==> src/rtl/spi_cmd_seq_pkg.sv <==
// Shared types and constants for the SPI command sequencer.
// Opcode constants cover the common serial-flash commands used by the control logic.
package spi_cmd_seq_pkg;

   typedef enum logic [2:0] {
      ST_IDLE,
      ST_LOAD,
      ST_OP,
      ST_ADDR,
      ST_DATA,
      ST_DRAIN,
      ST_GAP
   } state_e;

   localparam int unsigned ADDR_BYTES = 3;
   localparam logic [7:0]  FILL_BYTE  = 8'hFF;

   localparam logic [7:0]  OP_READ = 8'h03;
   localparam logic [7:0]  OP_PP   = 8'h02;
   localparam logic [7:0]  OP_WREN = 8'h06;
   localparam logic [7:0]  OP_RDSR = 8'h05;
   localparam logic [7:0]  OP_RDID = 8'h9F;

   // Byte position 1..3 after the opcode selects the address byte, MSB first.
   function automatic logic [7:0] addr_byte(input logic [23:0] addr, input logic [1:0] pos);
      logic [7:0] b;
      case (pos)
         2'd1:    b = addr[23:16];
         2'd2:    b = addr[15:8];
         default: b = addr[7:0];
      endcase
      return b;
   endfunction

endpackage

==> src/rtl/spi_cmd_seq_if.sv <==
// Host command/data and SPI byte-driver signals of the command sequencer.
// Optional cmd_dummy exists only when SPI_CMD_SEQ_DUMMY_EN is defined.
interface spi_cmd_seq_if #(
   parameter int unsigned LEN_W = 8
);
   logic             cmd_valid;
   logic             cmd_ready;
   logic [7:0]       cmd_op;
   logic             cmd_addr_en;
   logic [23:0]      cmd_addr;
   logic             cmd_dir;
   logic [LEN_W-1:0] cmd_len;
`ifdef SPI_CMD_SEQ_DUMMY_EN
   logic             cmd_dummy;
`endif
   logic [7:0]       wr_data;
   logic             wr_valid;
   logic             wr_ready;
   logic [7:0]       rd_data;
   logic             rd_valid;
   logic             busy;
   logic             done;
   logic             err_underrun;
   logic             spi_start;
   logic             spi_end;
   logic [7:0]       data_send;
   logic             send_done;
   logic             rec_done;
   logic [7:0]       data_rec;

   modport master (
`ifdef SPI_CMD_SEQ_DUMMY_EN
      output cmd_dummy,
`endif
      output cmd_valid, cmd_op, cmd_addr_en, cmd_addr, cmd_dir, cmd_len,
             wr_data, wr_valid, send_done, rec_done, data_rec,
      input  cmd_ready, wr_ready, rd_data, rd_valid, busy, done, err_underrun,
             spi_start, spi_end, data_send
   );

   modport slave (
`ifdef SPI_CMD_SEQ_DUMMY_EN
      input  cmd_dummy,
`endif
      input  cmd_valid, cmd_op, cmd_addr_en, cmd_addr, cmd_dir, cmd_len,
             wr_data, wr_valid, send_done, rec_done, data_rec,
      output cmd_ready, wr_ready, rd_data, rd_valid, busy, done, err_underrun,
             spi_start, spi_end, data_send
   );

endinterface

==> src/rtl/spi_cmd_seq.sv <==
// Command sequencer: one host command -> opcode, optional address/dummy, data bytes for the SPI byte driver.
// Optional fast-read dummy byte enabled by SPI_CMD_SEQ_DUMMY_EN.
module spi_cmd_seq
   import spi_cmd_seq_pkg::*;
#(
   parameter int unsigned LEN_W  = 8,
   parameter int unsigned CS_GAP = 4
) (
   input  logic         clk_1MHZ,
   input  logic         sys_rst_n,
   spi_cmd_seq_if.slave bus
);

   localparam int unsigned CW = LEN_W + 3;
   localparam int unsigned GW = (CS_GAP > 1) ? $clog2(CS_GAP) : 1;

   state_e           state_q, state_d;
   logic [7:0]       op_q, op_d;
   logic             addr_en_q, addr_en_d;
   logic [23:0]      addr_q, addr_d;
   logic             dir_q, dir_d;
   logic [LEN_W-1:0] len_q, len_d;
   logic [CW-1:0]    sent_q, sent_d;
   logic [CW-1:0]    rec_q, rec_d;
   logic [GW-1:0]    gap_q, gap_d;
   logic [7:0]       pf_data_q, pf_data_d;
   logic             pf_valid_q, pf_valid_d;
   logic [LEN_W-1:0] fetch_left_q, fetch_left_d;
   logic [7:0]       data_send_q, data_send_d;
   logic [7:0]       rd_data_q, rd_data_d;
   logic             rd_valid_q, rd_valid_d;
   logic             spi_start_q, spi_start_d;
   logic             spi_end_q, spi_end_d;
   logic             done_q, done_d;
   logic             err_q, err_d;

   logic             hdr_dummy;
   logic [CW-1:0]    hdr_len;
   logic [CW-1:0]    tot_len;
   logic [CW-1:0]    nxt_idx;
   logic             in_xfer;
   logic             wr_take;

`ifdef SPI_CMD_SEQ_DUMMY_EN
   logic             dummy_q, dummy_d;
   assign hdr_dummy = dummy_q;
`else
   assign hdr_dummy = 1'b0;
`endif

   always_ff @(posedge clk_1MHZ or negedge sys_rst_n) begin
      if (!sys_rst_n) begin
         state_q      <= ST_IDLE;
         op_q         <= '0;
         addr_en_q    <= 1'b0;
         addr_q       <= '0;
         dir_q        <= 1'b0;
         len_q        <= '0;
         sent_q       <= '0;
         rec_q        <= '0;
         gap_q        <= '0;
         pf_data_q    <= '0;
         pf_valid_q   <= 1'b0;
         fetch_left_q <= '0;
         data_send_q  <= '0;
         rd_data_q    <= '0;
         rd_valid_q   <= 1'b0;
         spi_start_q  <= 1'b0;
         spi_end_q    <= 1'b0;
         done_q       <= 1'b0;
         err_q        <= 1'b0;
`ifdef SPI_CMD_SEQ_DUMMY_EN
         dummy_q      <= 1'b0;
`endif
      end else begin
         state_q      <= state_d;
         op_q         <= op_d;
         addr_en_q    <= addr_en_d;
         addr_q       <= addr_d;
         dir_q        <= dir_d;
         len_q        <= len_d;
         sent_q       <= sent_d;
         rec_q        <= rec_d;
         gap_q        <= gap_d;
         pf_data_q    <= pf_data_d;
         pf_valid_q   <= pf_valid_d;
         fetch_left_q <= fetch_left_d;
         data_send_q  <= data_send_d;
         rd_data_q    <= rd_data_d;
         rd_valid_q   <= rd_valid_d;
         spi_start_q  <= spi_start_d;
         spi_end_q    <= spi_end_d;
         done_q       <= done_d;
         err_q        <= err_d;
`ifdef SPI_CMD_SEQ_DUMMY_EN
         dummy_q      <= dummy_d;
`endif
      end
   end

   always_comb begin
      state_d      = state_q;
      op_d         = op_q;
      addr_en_d    = addr_en_q;
      addr_d       = addr_q;
      dir_d        = dir_q;
      len_d        = len_q;
      sent_d       = sent_q;
      rec_d        = rec_q;
      gap_d        = gap_q;
      pf_data_d    = pf_data_q;
      pf_valid_d   = pf_valid_q;
      fetch_left_d = fetch_left_q;
      data_send_d  = data_send_q;
      rd_data_d    = rd_data_q;
      rd_valid_d   = 1'b0;
      spi_start_d  = 1'b0;
      spi_end_d    = 1'b0;
      done_d       = 1'b0;
      err_d        = err_q;
`ifdef SPI_CMD_SEQ_DUMMY_EN
      dummy_d      = dummy_q;
`endif
      wr_take      = 1'b0;

      hdr_len = CW'(1) + (addr_en_q ? CW'(ADDR_BYTES) : '0) + CW'(hdr_dummy);
      tot_len = hdr_len + CW'(len_q);
      nxt_idx = sent_q + CW'(1);
      in_xfer = (state_q == ST_LOAD) || (state_q == ST_OP) ||
                (state_q == ST_ADDR) || (state_q == ST_DATA);

      // Prefetch is held off on send_done cycles so a byte is never captured and skipped together.
      if (in_xfer && dir_q && (fetch_left_q != '0) && !pf_valid_q &&
          !bus.send_done && bus.wr_valid) begin
         wr_take      = 1'b1;
         pf_data_d    = bus.wr_data;
         pf_valid_d   = 1'b1;
         fetch_left_d = fetch_left_q - LEN_W'(1);
      end

      if (((state_q == ST_OP) || (state_q == ST_ADDR) || (state_q == ST_DATA) ||
           (state_q == ST_DRAIN)) && bus.rec_done) begin
         rec_d = rec_q + CW'(1);
         if (!dir_q && (rec_q >= hdr_len)) begin
            rd_data_d  = bus.data_rec;
            rd_valid_d = 1'b1;
         end
      end

      case (state_q)
         ST_IDLE: begin
            if (bus.cmd_valid) begin
               op_d         = bus.cmd_op;
               addr_en_d    = bus.cmd_addr_en;
               addr_d       = bus.cmd_addr;
               dir_d        = bus.cmd_dir;
               len_d        = bus.cmd_len;
`ifdef SPI_CMD_SEQ_DUMMY_EN
               dummy_d      = bus.cmd_dummy;
`endif
               err_d        = 1'b0;
               sent_d       = '0;
               rec_d        = '0;
               gap_d        = '0;
               pf_valid_d   = 1'b0;
               fetch_left_d = bus.cmd_dir ? bus.cmd_len : '0;
               state_d      = ST_LOAD;
            end
         end
         ST_LOAD: begin
            data_send_d = op_q;
            spi_start_d = 1'b1;
            state_d     = ST_OP;
         end
         ST_OP, ST_ADDR, ST_DATA: begin
            if (bus.send_done) begin
               sent_d = nxt_idx;
               if (nxt_idx == tot_len) begin
                  spi_end_d = 1'b1;
                  state_d   = ST_DRAIN;
               end else if (nxt_idx < hdr_len) begin
                  state_d     = ST_ADDR;
                  data_send_d = (addr_en_q && (nxt_idx <= CW'(ADDR_BYTES)))
                                ? addr_byte(addr_q, nxt_idx[1:0]) : FILL_BYTE;
               end else begin
                  state_d = ST_DATA;
                  if (!dir_q) begin
                     data_send_d = FILL_BYTE;
                  end else if (pf_valid_q) begin
                     data_send_d = pf_data_q;
                     pf_valid_d  = 1'b0;
                  end else begin
                     // Underrun: the slot is filled and its host byte is no longer owed.
                     data_send_d  = FILL_BYTE;
                     err_d        = 1'b1;
                     fetch_left_d = fetch_left_q - LEN_W'(1);
                  end
               end
            end
         end
         ST_DRAIN: begin
            if (rec_q == tot_len) begin
               gap_d   = '0;
               state_d = ST_GAP;
            end
         end
         ST_GAP: begin
            if (gap_q == GW'(CS_GAP - 1)) begin
               done_d  = 1'b1;
               state_d = ST_IDLE;
            end else begin
               gap_d = gap_q + GW'(1);
            end
         end
         default: state_d = ST_IDLE;
      endcase
   end

   assign bus.cmd_ready    = (state_q == ST_IDLE);
   assign bus.busy         = (state_q != ST_IDLE);
   assign bus.wr_ready     = wr_take;
   assign bus.rd_data      = rd_data_q;
   assign bus.rd_valid     = rd_valid_q;
   assign bus.done         = done_q;
   assign bus.err_underrun = err_q;
   assign bus.spi_start    = spi_start_q;
   assign bus.spi_end      = spi_end_q;
   assign bus.data_send    = data_send_q;

endmodule

==> src/flat_wrapper.sv <==
// flat-port wrapper written by rule: the top's interface ports become plain ports
module spi_cmd_seq_flat import spi_cmd_seq_pkg::*;
#(
   parameter int unsigned LEN_W  = 8,
   parameter int unsigned CS_GAP = 4
)
  (clk_1MHZ, sys_rst_n, bus_cmd_valid, bus_cmd_op, bus_cmd_addr_en, bus_cmd_addr, bus_cmd_dir, bus_cmd_len, bus_wr_data, bus_wr_valid, bus_send_done, bus_rec_done, bus_data_rec, bus_cmd_ready, bus_wr_ready, bus_rd_data, bus_rd_valid, bus_busy, bus_done, bus_err_underrun, bus_spi_start, bus_spi_end, bus_data_send);
  spi_cmd_seq_if #(.LEN_W(LEN_W)) bus_i ();
  input  logic clk_1MHZ;
  input  logic sys_rst_n;
  input wire logic [$bits(bus_i.cmd_valid)-1:0] bus_cmd_valid;
  input wire logic [$bits(bus_i.cmd_op)-1:0] bus_cmd_op;
  input wire logic [$bits(bus_i.cmd_addr_en)-1:0] bus_cmd_addr_en;
  input wire logic [$bits(bus_i.cmd_addr)-1:0] bus_cmd_addr;
  input wire logic [$bits(bus_i.cmd_dir)-1:0] bus_cmd_dir;
  input wire logic [$bits(bus_i.cmd_len)-1:0] bus_cmd_len;
  input wire logic [$bits(bus_i.wr_data)-1:0] bus_wr_data;
  input wire logic [$bits(bus_i.wr_valid)-1:0] bus_wr_valid;
  input wire logic [$bits(bus_i.send_done)-1:0] bus_send_done;
  input wire logic [$bits(bus_i.rec_done)-1:0] bus_rec_done;
  input wire logic [$bits(bus_i.data_rec)-1:0] bus_data_rec;
  output wire logic [$bits(bus_i.cmd_ready)-1:0] bus_cmd_ready;
  output wire logic [$bits(bus_i.wr_ready)-1:0] bus_wr_ready;
  output wire logic [$bits(bus_i.rd_data)-1:0] bus_rd_data;
  output wire logic [$bits(bus_i.rd_valid)-1:0] bus_rd_valid;
  output wire logic [$bits(bus_i.busy)-1:0] bus_busy;
  output wire logic [$bits(bus_i.done)-1:0] bus_done;
  output wire logic [$bits(bus_i.err_underrun)-1:0] bus_err_underrun;
  output wire logic [$bits(bus_i.spi_start)-1:0] bus_spi_start;
  output wire logic [$bits(bus_i.spi_end)-1:0] bus_spi_end;
  output wire logic [$bits(bus_i.data_send)-1:0] bus_data_send;
  assign bus_i.cmd_valid = bus_cmd_valid;
  assign bus_i.cmd_op = bus_cmd_op;
  assign bus_i.cmd_addr_en = bus_cmd_addr_en;
  assign bus_i.cmd_addr = bus_cmd_addr;
  assign bus_i.cmd_dir = bus_cmd_dir;
  assign bus_i.cmd_len = bus_cmd_len;
  assign bus_i.wr_data = bus_wr_data;
  assign bus_i.wr_valid = bus_wr_valid;
  assign bus_i.send_done = bus_send_done;
  assign bus_i.rec_done = bus_rec_done;
  assign bus_i.data_rec = bus_data_rec;
  assign bus_cmd_ready = bus_i.cmd_ready;
  assign bus_wr_ready = bus_i.wr_ready;
  assign bus_rd_data = bus_i.rd_data;
  assign bus_rd_valid = bus_i.rd_valid;
  assign bus_busy = bus_i.busy;
  assign bus_done = bus_i.done;
  assign bus_err_underrun = bus_i.err_underrun;
  assign bus_spi_start = bus_i.spi_start;
  assign bus_spi_end = bus_i.spi_end;
  assign bus_data_send = bus_i.data_send;
  spi_cmd_seq #(.LEN_W(LEN_W), .CS_GAP(CS_GAP)) u_core (.clk_1MHZ(clk_1MHZ), .sys_rst_n(sys_rst_n), .bus(bus_i));
endmodule
==> config.mk <==
export PLATFORM = sky130hd
export DESIGN_NAME = spi_cmd_seq_flat
export DESIGN_NICKNAME = d
export VERILOG_FILES = /design/src/rtl/spi_cmd_seq_pkg.sv /design/src/rtl/spi_cmd_seq_if.sv /design/src/rtl/spi_cmd_seq.sv /design/src/flat_wrapper.sv
export SDC_FILE = /design/constraint.sdc
export NUM_CORES = 1
export LEC_CHECK = 0
export CAP_MARGIN = 20
export CELL_PAD_IN_SITES_DETAIL_PLACEMENT = 0
export CELL_PAD_IN_SITES_GLOBAL_PLACEMENT = 1
export CORE_MARGIN = 3
export CORE_UTILIZATION = 42
export CTS_BUF_LIST = sky130_fd_sc_hd__clkbuf_4 sky130_fd_sc_hd__clkbuf_8 sky130_fd_sc_hd__clkbuf_16
export DETAILED_ROUTE_END_ITERATION = 16
export PLACE_DENSITY_LB_ADDON = 0.1
export SLEW_MARGIN = 10
export SYNTH_ARGS = -nofsm -noshare
export SYNTH_HDL_FRONTEND = slang
export SYNTH_SLANG_ARGS = --single-unit
==> constraint.sdc <==
create_clock -name clk_1MHZ -period 3.2 [get_ports clk_1MHZ]
set_input_delay 0.8 -clock clk_1MHZ [delete_from_list [all_inputs] [get_ports clk_1MHZ]]
set_output_delay 0.8 -clock clk_1MHZ [all_outputs]
set_load 0.02 [all_outputs]
After elaboration in Yosys (flattened, before gate mapping)

Index checks and enable logic that the tools add are counted.

Eq/ne operators: 20
$add $sub $neg: 6
Mux-type cells: 59
Reductions and logical operators: 31
Order comparisons: 3

Operator list:

| operator                                                                | number |
|---|---|
| 8-bit 2-to-1 mux                                                        | 14 |
| 11-bit 2-to-1 mux                                                       | 5 |
| 8-bit one-hot mux with 2 select lines                                   | 3 |
| 11-bit by 1-bit adder with 11-bit output (second input constant)        | 2 |
| 11-bit equality test                                                    | 2 |
| 1-bit 2-to-1 mux                                                        | 22 |
| 11-bit one-hot mux with 2 select lines                                  | 1 |
| 3-bit 2-to-1 mux                                                        | 6 |
| 3-bit one-hot mux with 5 select lines                                   | 1 |
| 2-bit inequality test (second input constant)                           | 7 |
| 1-bit by 11-bit adder with 11-bit output (first input constant)         | 1 |
| 11-bit by 8-bit adder with 11-bit output                                | 1 |
| 11-bit >= comparator                                                    | 1 |
| 11-bit by 2-bit <= comparator with 1-bit output (second input constant) | 1 |
| 11-bit < comparator                                                     | 1 |
| 3-bit equality test (second input constant)                             | 3 |
| 1-bit logical AND                                                       | 8 |
| 2-bit 2-to-1 mux                                                        | 4 |
| 4-bit AND reduction                                                     | 2 |
| 8-bit nonzero test                                                      | 1 |
| 8-bit by 1-bit subtractor with 8-bit output (second input constant)     | 1 |
| 7-bit AND reduction                                                     | 1 |
| 3-bit by 2-bit equality test with 1-bit output (second input constant)  | 2 |
| 1-bit logical OR                                                        | 6 |
| other kinds (14)                                                        | 23 |

Logic and storage cells: 138
Output and inout port bits: 24
Flip-flop bits (word level): 107

Longest topological paths before layout

Depth in word-level cells: 16
Mapped depth: 12
Mapped depth without buffers: 11

Worst setup path after synthesis

No wires, ideal clock.

Path kind: register to output
Start: register u_core.state_q[1]
End: output port bus_wr_ready
Data arrival time: 2.207 ns
Required time: 2.400 ns
Slack: 0.193 ns
Stages on the path, launching flop included: 9
Cell sequence: dfrtp_1 > clkbuf_1 > or3_1 > nand4_1 > a41o_1 > clkbuf_1 > inv_1 > clkbuf_1 > clkbuf_1

Word-level cells in the longest chain between the ends: 10
Elaborated cells between the ends (all ways): 13

RTL lines:

| item                                                                                                                    | line               | source |
|---|---|---|
| start, declared                                                                                                         | spi_cmd_seq.sv:17  | `state_e state_q, state_d;` |
| start signal, assigned                                                                                                  | spi_cmd_seq.sv:76  | `state_q <= state_d;` |
| 3-bit by 1-bit equality test with 1-bit output / 3-bit by 2-bit equality test with 1-bit output (equally long branches) | spi_cmd_seq.sv:129 | `in_xfer = (state_q == ST_LOAD) \|\| (state_q == ST_OP) \|\|` |
| 1-bit logical OR (2 in series)                                                                                          | spi_cmd_seq.sv:129 |  |
| 1-bit logical OR *                                                                                                      | spi_cmd_seq.sv:130 | `(state_q == ST_ADDR) \|\| (state_q == ST_DATA);` |
| 1-bit logical AND * (4 in series)                                                                                       | spi_cmd_seq.sv:133 | `if (in_xfer && dir_q && (fetch_left_q != '0) && !pf_valid_q &&` |
| 1-bit logical AND *                                                                                                     | spi_cmd_seq.sv:134 | `!bus.send_done && bus.wr_valid) begin` |
| 1-bit 2-to-1 mux *                                                                                                      | spi_cmd_seq.sv:133 |  |
| end, declared                                                                                                           | flat_wrapper.sv:23 | `output wire logic [$bits(bus_i.wr_ready)-1:0] bus_wr_ready;` |

Mark *: on every way between the ends. The rest lies on a longest branch, timed or not.

Worst setup path in the final report

Start: input port bus_wr_valid
End: output port bus_wr_ready

Word-level cells in the longest chain between the ends: 2

RTL lines:

| item              | line               | source |
|---|---|---|
| start, declared   | flat_wrapper.sv:18 | `input wire logic [$bits(bus_i.wr_valid)-1:0] bus_wr_valid;` |
| 1-bit logical AND | spi_cmd_seq.sv:134 |  |
| 1-bit 2-to-1 mux  | spi_cmd_seq.sv:133 |  |

No other way between the ends.

==> results.py <==
metrics = {
    "setup_path": {
        "critPathSlowestCell": "clkdlybuf4s50_1",
        "worstSetupEndpointType": "output pin",
        "critPathLaunchType": "primary input",
        "crit_fanout": 3,
        "arrival_ps": 2270,
        "critPathMaxStageDelay_ps": 440,
        "path_class": "primary input to output pin",
        "required_ps": 2400,
        "crit_chain": "clkdlybuf4s50_1 -> nor2b_1 -> nand4_1 -> a41o_1 -> inv_1 -> dlygate4sd2_1",
    },
    "sta": {
        "grt_setup_unrepaired": "true",
        "setup_viol": 0,
        "period_share": 0.9599,
        "min_period_ps": 3072,
        "worst_pin_slew_ps": 584.1,
        "setup_ws_ps": 128.4,
        "hold_viol": 0,
        "maxSlewViolCount": 0,
        "fmax_mhz": 325.6,
        "tns_ps": 0,
        "fin_worst_skew_ps": 5.784,
        "max_slew_margin": 0.6101,
    },
    "finish": {
        "drive_above_1_share": 0.1008,
        "fillers": 1261,
        "diodes": 0,
        "area_growth_pct": 25.15,
        "fin_nets": 829,
        "final_area_um2": 7433,
    },
    "global_route": {
        "grt_usage": 0.2044,
        "grt_overflow": 0,
        "grt_max_degree": 47,
        "antenna_found_initial": 0,
        "grt_pass1_wl_um": 25990,
        "grt_pass1_vias": 5128,
    },
    "floorplanning": {
        "start_util": 0.4381,
        "design.die.area_um2": 15610,
        "row_count": 42,
        "die_x_um": 124.9,
        "fp.coreArea_um2": 13560,
        "pin_count": 88,
        "die_h_um": 124.9,
    },
    "synthesis": {
        "ys.flop_type": "dfrtp_1",
        "syn_inst": 659,
        "synth.lib_cells_used.distinct": 65,
        "synthArstFlopShare": 1.000,
        "syn_nets": 738,
        "synth_edf_count": 0,
        "ys_ff_latch": 107,
        "avgSynthCellArea_um2": 9.013,
        "netlist_area_um2": 5939,
        "ys_seq_area_frac": 0.4508,
        "yosysWarnings": 0,
    },
    "job": {
        "drv_cap": 0,
    },
    "drt": {
        "drt_iter0_drc": 329,
        "drcViolationCount": 0,
        "viasPerCell": 5.418,
        "dr.pass1.iters": 4,
        "final_antenna_net_count": 0,
        "wirelength_um": 15580,
        "vias": 5039,
        "wl_per_cell_um": 16.75,
    },
    "worst_hold_path": {
        "min_path_type": "primary input to asynchronous set/reset pin",
    },
    "power": {
        "powerDensity_nw_per_um2": 987.1,
        "ir_drop_uv": 493.9,
        "p_leak_nw": 3.387,
    },
    "placement": {
        "io_buffers": 87,
        "placed_area_um2": 7117,
        "routabilityCongestion": 0.8628,
        "dp_hpwl_um": 11570,
        "place_ws_ps": -157.8,
    },
    "clock_network": {
        "holdBufCountCts": 0,
        "clk_latency_ps": 350,
        "cts_tree": "done",
        "cts_buffer_depth": 2,
        "cts.sinks": 107,
        "numCtsBuffers": 9,
        "post_cts_buffers": 0,
        "htreeDepth": 3,
        "path_clk_slew_ps": 70,
        "root_buffer": "clkbuf_16",
    },
    "outcome": {
        "status": "complete, no violations",
    },
}
## metrics by stage
stage	hold WS, ps	instances	total power [mW]	util
2_1_floorplan	446.0	659	4.858	-
3_3_place_gp	457.9	915	6.144	0.5249
3_5_place_dp	462.5	915	6.259	0.5249
4_1_cts	372.8	930	7.363	0.5454
5_1_grt	384.2	930	7.975	0.5483
6_report	368.9	930	7.338	0.5483
## per-layer routing
| metal | track usage | part of all wire | up-vias |
|---|---|---|---|
| li1 | - | - | 2458 |
| met4 | 0.05038 | 0.014 | 0 |
| met5 | 0 | 0 | - |
| met2 | 0.3543 | 0.51 | 107 |
| met1 | 0.2629 | 0.44 | 2454 |
| met3 | 0.04288 | 0.037 | 20 |
## worst max-delay path, delay by kind of cell
kind	cells	cell delay [ps]
AO/OA/AOI/OAI	1	270
buffers and inverters	3	900
AND/OR/NAND/NOR	2	290
## synthesized netlist by cell type (6+ instances only)
cell,count,area share
a21oi_1,28,0.024
a221oi_1,9,0.013
a22o_1,8,0.012
and3_1,14,0.015
clkbuf_1,25,0.016
dfrtp_1,107,0.45
ha_1,15,0.032
inv_1,30,0.019
mux2_2,10,0.019
mux2i_1,9,0.015
nand2_1,167,0.11
nand2b_1,6,0.0063
nand3_1,11,0.0093
nand4_1,9,0.0095
nor2_1,35,0.022
nor3_1,10,0.0084
o21ai_0,31,0.026
o31ai_1,6,0.0076
or3_1,6,0.0063
xnor2_1,21,0.031
xor2_1,15,0.022
## path summary, 6_finish.rpt
check / start / to / slack [ps] / cells past startpoint
setup / recovery: bus_wr_valid / bus_wr_ready / 130 / 6
hold / removal: sys_rst_n / u_core.bus.rd_data[1]$_DFFE_PN0P_ / 370 / 1
setup reg to reg: u_core.len_q[2]$_DFFE_PN0P_ / u_core.state_q[1]$_DFFE_PN0P_ / 180 / 10
hold reg to reg: u_core.op_q[7]$_DFFE_PN0P_ / u_core.op_q[7]$_DFFE_PN0P_ / 480 / 2
max in group asynchronous: sys_rst_n / u_core.sent_q[0]$_DFFE_PN0P_ / 2090 / 2
min in group clk_1MHZ: u_core.op_q[7]$_DFFE_PN0P_ / u_core.op_q[7]$_DFFE_PN0P_ / 480 / 2
## cell families after synthesis
kind of cell               Yosys count  share of synthesized area
and+or+nand+nor                    289                     0.2248
xor gates and xnor gates            41                    0.07205
buffers and inverters               64                    0.04192
DFF                                107                     0.4508
adders and majority gates           15                    0.03160
AOI/OAI and AO/OA                  124                     0.1447
muxes                               19                    0.03413
## cells in the final DEF, fill, tap and decap left out, types with 4 or more instances in the layout
cell type / netlist / final
nand2_1: 167 / 167
dfrtp_1: 107 / 106
clkdlybuf4s50_1: 0 / 85
nor2_1: 35 / 33
o21ai_0: 31 / 31
inv_1: 30 / 30
a21oi_1: 28 / 28
buf_4: 0 / 27
xnor2_1: 21 / 21
xor2_1: 15 / 15
ha_1: 15 / 15
and3_1: 14 / 14
nand3_1: 11 / 11
nor3_1: 10 / 10
mux2_2: 10 / 10
nand4_1: 9 / 9
mux2i_1: 9 / 9
clkbuf_16: 0 / 9
a22o_1: 8 / 8
a221oi_1: 9 / 8
nand2b_1: 6 / 6
or3_1: 6 / 6
o31ai_1: 6 / 6
o211ai_1: 5 / 5
xnor3_1: 5 / 5
o221ai_1: 4 / 4
or4_1: 4 / 4
a31oi_1: 5 / 4
## sequential cells by signal (all words and copies together), names as in the netlist, 2 cells and up
register	cells
u_core.addr_q	24
u_core.bus.data_send	8
u_core.bus.rd_data	8
u_core.fetch_left_q	8
u_core.gap_q	2
u_core.len_q	8
u_core.op_q	8
u_core.pf_data_q	8
u_core.rec_q	11
u_core.sent_q	11
u_core.state_q	3
## layout make-up
| class | instances | area (um2) | share of cell area |
|---|---|---|---|
| multi-input combinational | 488 | 3060 | 0.4117 |
| sequential | 107 | 2679 | 0.3604 |
| timing repair buffer | 114 | 1082 | 0.1456 |
| clock buffer | 11 | 246.5 | 0.03316 |
| tap | 176 | 220.2 | 0.02962 |
| inverter | 30 | 112.6 | 0.01515 |
| clock inverter | 4 | 32.53 | 0.004376 |
## report_power, final
part | switching [mW] | internal (mW)
registers | 0.412 | 1.91
logic | 2.28 | 1.66
clock network | 0.515 | 0.560
total | 3.21 | 4.13
## timing repair
action	4_1_cts	5_1_grt
gates resized for setup	1	7
hold endpoints to repair	0	0
pin swaps	0	2
setup endpoints to repair	1	16
(Power assumes the default switching activity.)
